**src/rtl/memory_arbiter.sv**
```systemverilog
// memory_arbiter: shares one memory port between instruction fetch and load/store.
// Define ARB_ROUND_ROBIN_EN for round-robin ties; otherwise data beats fetch.
module memory_arbiter #(
    parameter int DATA_WIDTH = 32,
    parameter int ADDR_WIDTH = 32,
    parameter logic [ADDR_WIDTH-1:0] ROM_BASE = 32'h00400000,
    parameter logic [ADDR_WIDTH-1:0] INSTRUCTION_RANGE = 32'h10010000,
    parameter int MEM_LATENCY = 1
) (
    input  logic                  clk,
    input  logic                  rst_n,
    input  logic                  if_req_i,
    input  logic [ADDR_WIDTH-1:0] if_addr_i,
    output logic                  if_gnt_o,
    output logic                  if_valid_o,
    output logic [DATA_WIDTH-1:0] if_rdata_o,
    output logic                  if_err_o,
    input  logic                  d_req_i,
    input  logic                  d_we_i,
    input  logic [ADDR_WIDTH-1:0] d_addr_i,
    input  logic [DATA_WIDTH-1:0] d_wdata_i,
    output logic                  d_gnt_o,
    output logic                  d_valid_o,
    output logic [DATA_WIDTH-1:0] d_rdata_o,
    output logic                  d_err_o,
    output logic [ADDR_WIDTH-1:0] mem_addr_o,
    output logic [DATA_WIDTH-1:0] mem_wdata_o,
    output logic                  mem_re_o,
    output logic                  mem_we_o,
    input  logic [DATA_WIDTH-1:0] mem_rdata_i,
    output logic                  busy_o
);
    localparam int CW = (MEM_LATENCY > 1) ? $clog2(MEM_LATENCY) : 1;
    localparam logic [CW-1:0] CNT_INIT = CW'(MEM_LATENCY - 1);

    typedef enum logic [1:0] {IDLE, ACCESS, RESP} state_t;
    state_t state, state_nxt;

    logic [ADDR_WIDTH-1:0] addr_q;
    logic [DATA_WIDTH-1:0] wdata_q;
    logic                  we_q;
    logic                  owner_q;
    logic [CW-1:0]         cnt;

    logic                  any_req;
    logic                  pick_data;
    logic                  legal;
    logic                  aligned;
    logic [ADDR_WIDTH-1:0] win_addr;
    logic                  win_we;

    assign any_req = if_req_i | d_req_i;

`ifdef ARB_ROUND_ROBIN_EN
    logic last_data;

    assign pick_data = d_req_i & (~if_req_i | ~last_data);

    // Remember which side won the most recent grant.
    always_ff @(posedge clk or negedge rst_n) begin
        if (!rst_n)
            last_data <= 1'b1;
        else if (state == IDLE && any_req)
            last_data <= pick_data;
    end
`else
    assign pick_data = d_req_i;
`endif

    assign win_addr    = pick_data ? d_addr_i : if_addr_i;
    assign win_we      = pick_data & d_we_i;
    assign mem_addr_o  = addr_q;
    assign mem_wdata_o = wdata_q;

    // Legality of the winning request against the program/data boundary.
    always_comb begin
        aligned = (win_addr[1:0] == 2'b00);
        legal   = aligned;
        if (!pick_data)
            legal = aligned && win_addr >= ROM_BASE
                    && win_addr < INSTRUCTION_RANGE;
        else if (win_we)
            legal = aligned && win_addr >= INSTRUCTION_RANGE;
    end

    // State register.
    always_ff @(posedge clk or negedge rst_n) begin
        if (!rst_n)
            state <= IDLE;
        else
            state <= state_nxt;
    end

    // Next-state logic; illegal requests skip the memory access.
    always_comb begin
        state_nxt = state;
        case (state)
            IDLE:    if (any_req) state_nxt = legal ? ACCESS : RESP;
            ACCESS:  if (cnt == '0) state_nxt = RESP;
            RESP:    state_nxt = IDLE;
            default: state_nxt = IDLE;
        endcase
    end

    // Latch the winning request and capture the response data.
    always_ff @(posedge clk or negedge rst_n) begin
        if (!rst_n) begin
            addr_q     <= '0;
            wdata_q    <= '0;
            we_q       <= 1'b0;
            owner_q    <= 1'b0;
            cnt        <= '0;
            if_rdata_o <= '0;
            if_err_o   <= 1'b0;
            d_rdata_o  <= '0;
            d_err_o    <= 1'b0;
        end else begin
            case (state)
                IDLE: if (any_req) begin
                    addr_q  <= win_addr;
                    wdata_q <= pick_data ? d_wdata_i : '0;
                    we_q    <= win_we;
                    owner_q <= pick_data;
                    cnt     <= CNT_INIT;
                    if (!legal && pick_data) begin
                        d_rdata_o <= '0;
                        d_err_o   <= 1'b1;
                    end else if (!legal) begin
                        if_rdata_o <= '0;
                        if_err_o   <= 1'b1;
                    end
                end
                ACCESS: if (cnt == '0) begin
                    if (owner_q) begin
                        d_rdata_o <= we_q ? '0 : mem_rdata_i;
                        d_err_o   <= 1'b0;
                    end else begin
                        if_rdata_o <= mem_rdata_i;
                        if_err_o   <= 1'b0;
                    end
                end else begin
                    cnt <= cnt - CW'(1);
                end
                default: ;
            endcase
        end
    end

    // Grants, memory strobes and response pulses decoded from the state.
    always_comb begin
        if_gnt_o   = 1'b0;
        d_gnt_o    = 1'b0;
        mem_re_o   = 1'b0;
        mem_we_o   = 1'b0;
        if_valid_o = 1'b0;
        d_valid_o  = 1'b0;
        busy_o     = (state != IDLE);
        case (state)
            IDLE: if (rst_n) begin
                d_gnt_o  = pick_data;
                if_gnt_o = if_req_i & ~pick_data;
            end
            ACCESS: begin
                mem_re_o = ~we_q;
                mem_we_o = we_q & (cnt == CNT_INIT);
            end
            RESP: begin
                if_valid_o = ~owner_q;
                d_valid_o  = owner_q;
            end
            default: ;
        endcase
    end
endmodule

```
**config.mk**
```make
export PLATFORM = sky130hd
export DESIGN_NAME = memory_arbiter
export DESIGN_NICKNAME = d
export VERILOG_FILES = /design/src/rtl/memory_arbiter.sv
export SDC_FILE = /design/constraint.sdc
export NUM_CORES = 1
export LEC_CHECK = 0
export CAP_MARGIN = 20
export CORE_UTILIZATION = 42
export CTS_CLUSTER_DIAMETER = 50
export DETAILED_ROUTE_END_ITERATION = 10
export PLACE_DENSITY = 0.81
export SKIP_CTS_REPAIR_TIMING = 1
export SLEW_MARGIN = 20
export SYNTH_ARGS = -nofsm -noshare
export SYNTH_HDL_FRONTEND = slang
export SYNTH_SLANG_ARGS = --single-unit
```
**constraint.sdc**
```tcl
create_clock -name clk -period 2.3 [get_ports clk]
set_clock_uncertainty 0.2 [all_clocks]
set_input_delay 0.46 -clock clk [delete_from_list [all_inputs] [get_ports clk]]
set_output_delay 0.46 -clock clk [all_outputs]
set_load 0.02 [all_outputs]
```
### Word-level counts from Yosys, hierarchy flattened

Cells that the tools add are included.

| word-level totals | value |
|---|---|
| flip-flop bits (word level) | 135 |
| latch bits | 0 |
| memory bits (writable) | 0 |
| ROM bits | 0 |
| bits of input ports | 133 |
| output and inout port bits | 137 |
| word-level logic and storage cells | 87 |
| memories kept | 0 |

| operators by class | value |
|---|---|
| $add $sub $neg | 1 |
| multiply operators | 0 |
| divide/modulo/power cells | 0 |
| magnitude comparators | 3 |
| equal/unequal tests | 9 |
| shifts and indexed selects | 0 |
| muxes and demuxes | 42 |
| bitwise operators | 8 |
| reduce and logical (&&, ||, !) cells | 14 |

Operators by type and width:

| kind | count |
|---|---|
| $mux W32 | 12 |
| $pmux W32 S2 | 2 |
| $ge A32 B23 Y1 const B | 1 |
| $ge A32 B29 Y1 const B | 1 |
| $lt A32 B29 Y1 const B | 1 |
| $mux W1 | 21 |
| $ne A2 B2 Y1 const B | 7 |
| $mux W2 | 3 |
| $pmux W1 S2 | 3 |
| $reduce_and A2 Y1 | 3 |
| $reduce_and A6 Y1 | 1 |
| $reduce_and A5 Y1 | 1 |
| $logic_and A1 B1 Y1 | 4 |
| $logic_not A2 Y1 | 2 |
| $not A1 Y1 | 4 |
| $pmux W2 S2 | 1 |
| $reduce_bool A2 Y1 | 2 |
| $and A1 B1 Y1 | 3 |
| $eq A2 B1 Y1 const B | 1 |
| $eq A2 B2 Y1 const B | 1 |
| $logic_not A1 Y1 | 1 |
| $or A1 B1 Y1 | 1 |
| $sub A1 B1 Y1 const B | 1 |

### Logic depth before layout (Yosys ltp)

| depth | value |
|---|---|
| depth in word-level cells | 10 |
| depth in mapped cells | 8 |
| mapped depth without buffers | 5 |

### Least setup slack after synthesis

Ideal clock, no wire load.

| timing path | value |
|---|---|
| kind | input -> output |
| start point | input port d_req_i |
| end point | output port if_gnt_o |
| arrival | 1631 ps |
| setup slack | 9 ps |
| stages on the path | 4 |
| path buffers | 3 |
| cell sequence | buf_4 -> buf_2 -> buf_1 -> nor3b_1 |

| between the ends | value |
|---|---|
| word-level cells in the longest chain between the ends | 4 |

Ends and longest elaborated chain:

| element | RTL line | source |
|---|---|---|
| start, declared | 18 | `input logic d_req_i,` |
| $not A1 Y1 | 161 | `if_gnt_o = if_req_i & ~pick_data;` |
| $and A1 B1 Y1 | 161 |  |
| $mux W1 | 159 | `IDLE: if (rst_n) begin` |
| $mux W1 | 158 | `case (state)` |
| end, declared | 14 | `output logic if_gnt_o,` |

No other way between the ends.

### Worst setup path after layout

| timing path | value |
|---|---|
| start point | input port if_addr_i[30] |
| end point | register d_err_o |

| between the ends | value |
|---|---|
| word-level cells in the longest chain between the ends | 9 |
| elaborated cells between the ends (all ways) | 13 |
| those cells by class | order compare (3); eq/ne (1); mux (3); reduce/logical (6) |

Ends and longest elaborated chain:

| element | RTL line | source |
|---|---|---|
| start, declared | 13 | `input logic [ADDR_WIDTH-1:0] if_addr_i,` |
| $mux W32 * | 70 | `assign win_addr = pick_data ? d_addr_i : if_addr_i;` |
| $ge A32 B29 Y1 / $ge A32 B23 Y1 (equally long branches) | 83, 80 |  |
| $logic_and A1 B1 Y1, on equally long branches | 83, 80 |  |
| $mux W1 / $logic_and A1 B1 Y1 (equally long branches) | 82, 81 |  |
| $mux W1 * | 79 | `if (!pick_data)` |
| $logic_not A1 Y1 * | - |  |
| $logic_and A1 B1 Y1 * | 125 | `if (!legal && pick_data) begin` |
| $ne A2 B2 Y1 (no source line) * | - |  |
| $reduce_and A5 Y1 (no source line) * | - |  |
| end signal, assigned | 116 | `d_err_o <= 1'b0;` |
| end signal, assigned | 127 | `d_err_o <= 1'b1;` |
| end signal, assigned | 136 | `d_err_o <= 1'b0;` |
| end, declared | 25 | `output logic d_err_o,` |

Every way passes the cells marked *; elsewhere a longest branch is shown, timed or not.
A chain may end at the register's enable or synchronous reset.

==> impl_metrics.toml <==
[status]
outcome = "finished with violations"
violations = "negative hold slack"

[clocking]
clock_latency_ns = 0.41
cts_tree = "yes"
clkTransAtPathRegs_ns = 0.06
clockRootBuffer = "clkbuf_16"
cts_buffers = 17
cts_buffer_depth = 2
clock-sinks = 134
htreeDepth = 4

[synthesis]
yosysTopAreaCell = "dfrtp_1"
async_flop_share_pct = 100
syn_area_per_cell_um2 = 11.3
synth_mux_area_share_pct = 10.8
yosysWarnings = 0
synth.area.top_cells = "dfrtp_1 (57%), mux2i_1 (11%), a21oi_1 (5.5%)"
synth-compound-area-share_pct = 18.6
ys_seq_area_share_pct = 56.6
yosys.area_share.simple_pct = 9.91
syn_inst = 524
synth_area_mm2 = 0.00592
yosys.area_share.adder_pct = 0
synth_seq_cells = 134
synth.distinct_cells = 40
synth_flop_cell = "dfrtp_1"
synth_xor_area_share_pct = 0
synth-edff-count = 0
synth_top_area_share_pct = 56.6
synth_top_family_by_area = "compound AO/OA/AOI/OAI gates"
syn-num-nets = 657

[worst_setup_path]
crit_fanout = 35
cp.required_ns = 2.41
critPathKind = "in2reg"
crit_start = "if_addr_i[30]"
r2r_slack_ns = 0.34
critical_path.endpoint = "d_err_o"
r2r-end = "d_rdata_o[11]"
worstPathArrival_ns = 2.36
r2r-start = "state[0]"
r2r_cells = 6
setup.worst_path.end_class = "flip-flop"
startpoint_type = "primary input"

[grt]
overflow = 0
grt_pass1_vias = 5213
grt_use_met1_pct = 28.7
grt.met2_usage_pct = 42.2
grt_max_degree = 135
grt.total_usage_pct = 24.9
use_met3_pct = 6.89
antenna_found_initial = 0
top_usage_layer = "met2"
grt_pass1_wl_um = 27200

[floorplanning]
ios = 270
dieArea_mm2 = 0.0146
die_w_um = 121
initial_core_util_pct = 42.8
die_y_um = 121
fp.coreArea_mm2 = 0.0138
fp-row-count = 43

[timing]
min_period_ns = 2.25
drv_slew = 0
hold_ws_ns = -0.0728
rsz0062_at_grt = "no"
setup_viol = 0
post-route-period-util_pct = 98.0
finalHoldViolCount = 50
worst_slew_pin_slew_ns = 0.712
relSlewSlack_pct = 52.5
fmax_mhz = 444

[final_layout]
drive_gt1_share_pct = 9.69
design_area_mm2 = 0.00958
syn_to_final_growth_pct = 61.8
final_common_cell = "clkdlybuf4s50_1"
diodes = 0
nFillCells = 1042
final_nets = 925
final_cell_mix = "clkdlybuf4s50_1 (260), dfrtp_1 (134), a21oi_1 (65)"

[routing]
route.detailed.drc = 0
wl_um = 17900
dr.pass1.iters = 4
num_vias = 5309
vias_per_cell = 5.39
wl_per_cell_um = 18.2
ant_nets = 0
first_iter_violations = 275

[power_and_ir_drop]
finalPower_uw = 8490
vdd_drop_max_uv = 635
swShare_pct = 31.6
pwr-share-comb_pct = 31.3
pwr-share-clk_pct = 32.6
pwr_density_cell_mw_per_mm2 = 886
cell_internal_pwr_uw = 5810
power_frac_seq_pct = 36.0
p_switching_uw = 2690
static-leakage-power_uw = 0.00408

[place]
place_area_mm2 = 0.00896
port_buffers = 269
place_congestion = 0.827
dp_hpwl_um = 13000

[run]
cap_violations = 0

[worst_hold_path]
hp-class = "in2async"
[stage by stage]
stage               instances  utilization [%]  setup TNS (ns)  setup slack (ns)  hold slack [ns]
global placement          953             64.8          -14.74            -0.291            0.263
detailed placement        953             64.8          -21.85            -0.382            0.270
global route              985             69.3               0            0.0131           0.0139
floorplan                 524                -               0           0.00906          -0.0356
finish                    985             69.3               0            0.0468          -0.0728
CTS                       985             69.2           -1.56            -0.353          -0.0158
[critical path: stages]
cell	delay, ns
clkdlybuf4s50_1	0.47
nor4_4	0.32
buf_4	0.16
nand2_1	0.06
and4b_4	0.37
a2111oi_4	0.05
buf_12	0.19
a32o_1	0.26
[flip-flops by register name, indices dropped and copies added (netlist names)]
name / count
if_rdata_o: 32
mem_addr_o: 32
owner_q: 1
d_rdata_o: 32
we_q: 1
if_err_o: 1
mem_wdata_o: 32
d_err_o: 1
state: 2
[cell type report]
cell class                 count  area [um2]  area share, %
timing repair buffer         299        3020           31.5
sequential                   134        3350           35.0
multi-input combinational    338        2380           24.8
tap                          180         225           2.35
clock inverter                14         174           1.82
clock buffer                  18         429           4.48
inverter                       2        7.51         0.0783
[power groups by stage]
stage / logic [uW] / registers (uW) / clock network, uW
after floorplan: 684 / 3580 / 0
after global placement: 2630 / 3070 / 0
after detailed placement: 2670 / 3090 / 0
after CTS: 2680 / 3060 / 2830
after global routing: 2820 / 3110 / 2920
final: 2660 / 3060 / 2770
[metal layers]
layer  routed length, um  share of wire, %
met1                7080                40
met2                8990                50
met3                1310               7.3
met4                 530               3.0
met5                   0                 0
[kinds of logic (layout without fill, tap and decap cells)]
family | after synthesis | in the layout
AO/OA/AOI/OAI | 175 | 175
multiplexers | 64 | 64
flip-flops | 134 | 134
AND/OR/NAND/NOR | 99 | 99
buffers and inverters | 52 | 333
[worst min-delay path by stage]
stage,from,end,slack (ns)
2_1_floorplan,rst_n,d_err_o,-0.04
3_3_place_gp,mem_addr_o[18],mem_addr_o[18],0.26
3_5_place_dp,mem_addr_o[22],mem_addr_o[22],0.27
4_1_cts,rst_n,mem_addr_o[23],-0.02
5_1_grt,rst_n,owner_q,0.01
6_report,rst_n,mem_addr_o[23],-0.07
[synth_stat cells, types with 2 or more instances]
cell,instances
a21oi_1,65
buf_6,3
a22o_1,33
a31oi_1,32
dfrtp_1,134
nor2_1,8
nand2_1,36
clkbuf_1,30
o21ai_0,33
buf_2,13
nor3_1,4
nor4_1,4
a22oi_1,2
buf_1,3
nor3b_1,34
inv_1,2
mux2i_1,64
and2_1,2
(Power assumes the default switching activity.)
==> variant: new RTL, same settings <==
`MEM_LATENCY`: 1 -> 2.
--- a/src/rtl/memory_arbiter.sv
+++ b/src/rtl/memory_arbiter.sv
@@ -5,7 +5,7 @@
     parameter int ADDR_WIDTH = 32,
     parameter logic [ADDR_WIDTH-1:0] ROM_BASE = 32'h00400000,
     parameter logic [ADDR_WIDTH-1:0] INSTRUCTION_RANGE = 32'h10010000,
-    parameter int MEM_LATENCY = 1
+    parameter int MEM_LATENCY = 2
 ) (
     input  logic                  clk,
     input  logic                  rst_n,
Function: changed (Yosys sat finds a counterexample within 4 cycles, from zero or initial values and one cycle with rst_n low).
==> variant against the original RTL <==
  * Total power up 41%
  * Non-clock buffer count up 15
  * Sequential power up 25%
  * Sequential cell count up 1
  * Design area down 1.7%
  * Worst setup slack worse by 6.6 ps
  * Die area down 7.4%
  * Via count down 8.5%
  * Combinational power up 99%
  * Synthesized area down 7.5%
  * Wire length down 3.2%
  * Critical endpoint is now d_rdata_o[3]$_DFFE_PN0P_
==> variant: results (changes against the original RTL) <==
set qor(gp_congestion) 0.869 ;# +5.1%
set qor(detailedRoute.firstIterationViolations) 401 ;# +46%
set qor(global_route.usage.total_pct) 25.6 ;# +0.74 points
set qor(synth.cells.most_frequent) {135 x sky130_fd_sc_hd__dfrtp_1, 96 x sky130_fd_sc_hd__a22o_1, 38 x sky130_fd_sc_hd__nand2_1}
set qor(synth_async_sr_flop_share_pct) 100 ;# unchanged
set qor(status) {finished clean}
set qor(max_slew.worst_pin.slew_ps) 592 ;# -120 ps
set qor(reg2reg_slack_ps) 460 ;# +120 ps
set qor(switching_power_uw) 4320 ;# +61%
set qor(antenna_found_initial) 0 ;# unchanged
set qor(finalSetupViolations) 0 ;# unchanged
set qor(synth.mux.area_fraction_pct) 6.06 ;# -4.8 points
set qor(nNetsFinal) 859 ;# -7.1%
set qor(detail_route.first_pass.iterations) 4 ;# unchanged
set qor(synth-compound-area-share_pct) 21.7 ;# +3.1 points
set qor(grt_pass1_wl_mm) 25.8 ;# -5.1%
set qor(grt_max_degree) 85 ;# -37%
set qor(grt_pass1_vias) 4962 ;# -4.8%
set qor(post_syn_nets) 559 ;# -15%
set qor(wl_mm) 17.3 ;# -3.2%
set qor(critical_path.max_stage_delay_ps) 510 ;# +40 ps
set qor(drt-vias-per-instance) 5.33 ;# -1.1%
set qor(post-dp-hpwl_mm) 12.3 ;# -5.3%
set qor(post_synth_fa_ha_maj_area_fraction_pct) 0 ;# unchanged
set qor(cts.htree.levels) 4 ;# unchanged
set qor(power.static_leakage_uw) 0.00440 ;# +7.8%
set qor(yosysUniqueCellTypes) 39 ;# -2.5%
set qor(holdCritPathClass) {in -> reg}
set qor(cts.reportedPaths.clkPinSlew_ps) 60 ;# about the same
set qor(min_period_over_period_pct) 98.3 ;# +0.29 points
set qor(part_of_the_yosys_area_used_for_sequential_elements_pct) 61.7 ;# +5.1 points
set qor(hold-worst-slack_ps) 214 ;# +286 ps
set qor(critical-path-slowest-cell) {sky130_fd_sc_hd__clkdlybuf4s50_1}
set qor(peakVddDrop_v) 0.000679 ;# +6.9%
set qor(synth_xor_area_share_pct) 0 ;# unchanged
set qor(critical_path_peak_fanout) 8 ;# -77%
set qor(layout-drive-gt1-share_pct) 13.1 ;# +3.4 points
set qor(cpLargestDelayFamily) {compound AO/OA/AOI/OAI gates}
set qor(netlist_top_cells_area) {sky130_fd_sc_hd__dfrtp_1 62%, sky130_fd_sc_hd__a22o_1 15%, sky130_fd_sc_hd__mux2i_1 5.9%, sky130_fd_sc_hd__nand2_1 2.6%, sky130_fd_sc_hd__o21ai_1 2.0%}
[variant: cell types whose count changed in the layout (fill, tap and decap cells not counted), sizes merged, moves of 17 or more]
cell / change
a22o: +63
a31oi: -31
a21oi: -61
dlymetal6s2s: +17
mux2i: -32
nor3b: -31
[variant: logic make-up after synthesis]
kind of cell	after synthesis
buffers and inverters	38
and+or+nand+nor	73
muxes	33
DFF	135
AOI/OAI and AO/OA	147
[variant: area by class of cell]
type / instances / area [sq um]
timing repair buffer: 314 / 3210
sequential: 135 / 3380
clock inverter: 14 / 186
tap: 172 / 215
clock buffer: 18 / 439
multi-input combinational: 253 / 1980
inverter: 5 / 18.8
fill: 845 / 3250
[variant: path summary, 6_finish.rpt]
kind                                            start                         end  cells after the start
max                                      d_addr_i[17]    d_rdata_o[3]$_DFFE_PN0P_                      8
min                                     if_addr_i[20]  mem_addr_o[20]$_DFFE_PN0P_                      3
max reg2reg                      state[0]$_DFFE_PN0P_   if_rdata_o[7]$_DFFE_PN0P_                      8
min reg2reg                mem_addr_o[24]$_DFFE_PN0P_  mem_addr_o[24]$_DFFE_PN0P_                      2
max in group asynchronous                       rst_n   d_rdata_o[16]$_DFFE_PN0P_                      4
min in group asynchronous                       rst_n  mem_wdata_o[2]$_DFFE_PN0P_                      3
[variant: routing by layer]
metal | GRT usage, % | routed length [microns] | up-vias
met5 | 0 | 0 | -
met4 | 13.2 | 533 | 0
met3 | 7.73 | 1430 | 42
met2 | 42.4 | 8760 | 250
met1 | 30.2 | 6610 | 2367
li1 | - | - | 2199
[variant: worst register-to-register path: cells and delay by family (launching register included)]
family / cells / cell delay, ps
buf+inv: 3 / 500
compound gates: 3 / 330
simple gates: 2 / 330
flops: 1 / 370
[variant: power by group through the flow]
stage                     registers (uW)  clock network, uW  logic [uW]
after floorplan                     4780                  0        1520
after global placement              3790                  0        5070
after detailed placement            3810                  0        5200
after CTS                           3810               2890        5220
after global routing                3910               2990        5630
final                               3810               2840        5300
[variant: through the flow]
| step | area [sq um] | utilization (%) | cells | setup WS [ps] |
|---|---|---|---|---|
| after floorplan | 5480 | - | 426 | 42.2 |
| after global placement | 8610 | 68.0 | 875 | -406 |
| after detailed placement | 8610 | 68.0 | 875 | -446 |
| after CTS | 9240 | 72.9 | 907 | -325 |
| after global routing | 9420 | 74.3 | 911 | 14.0 |
| final | 9420 | 74.3 | 911 | 40.2 |
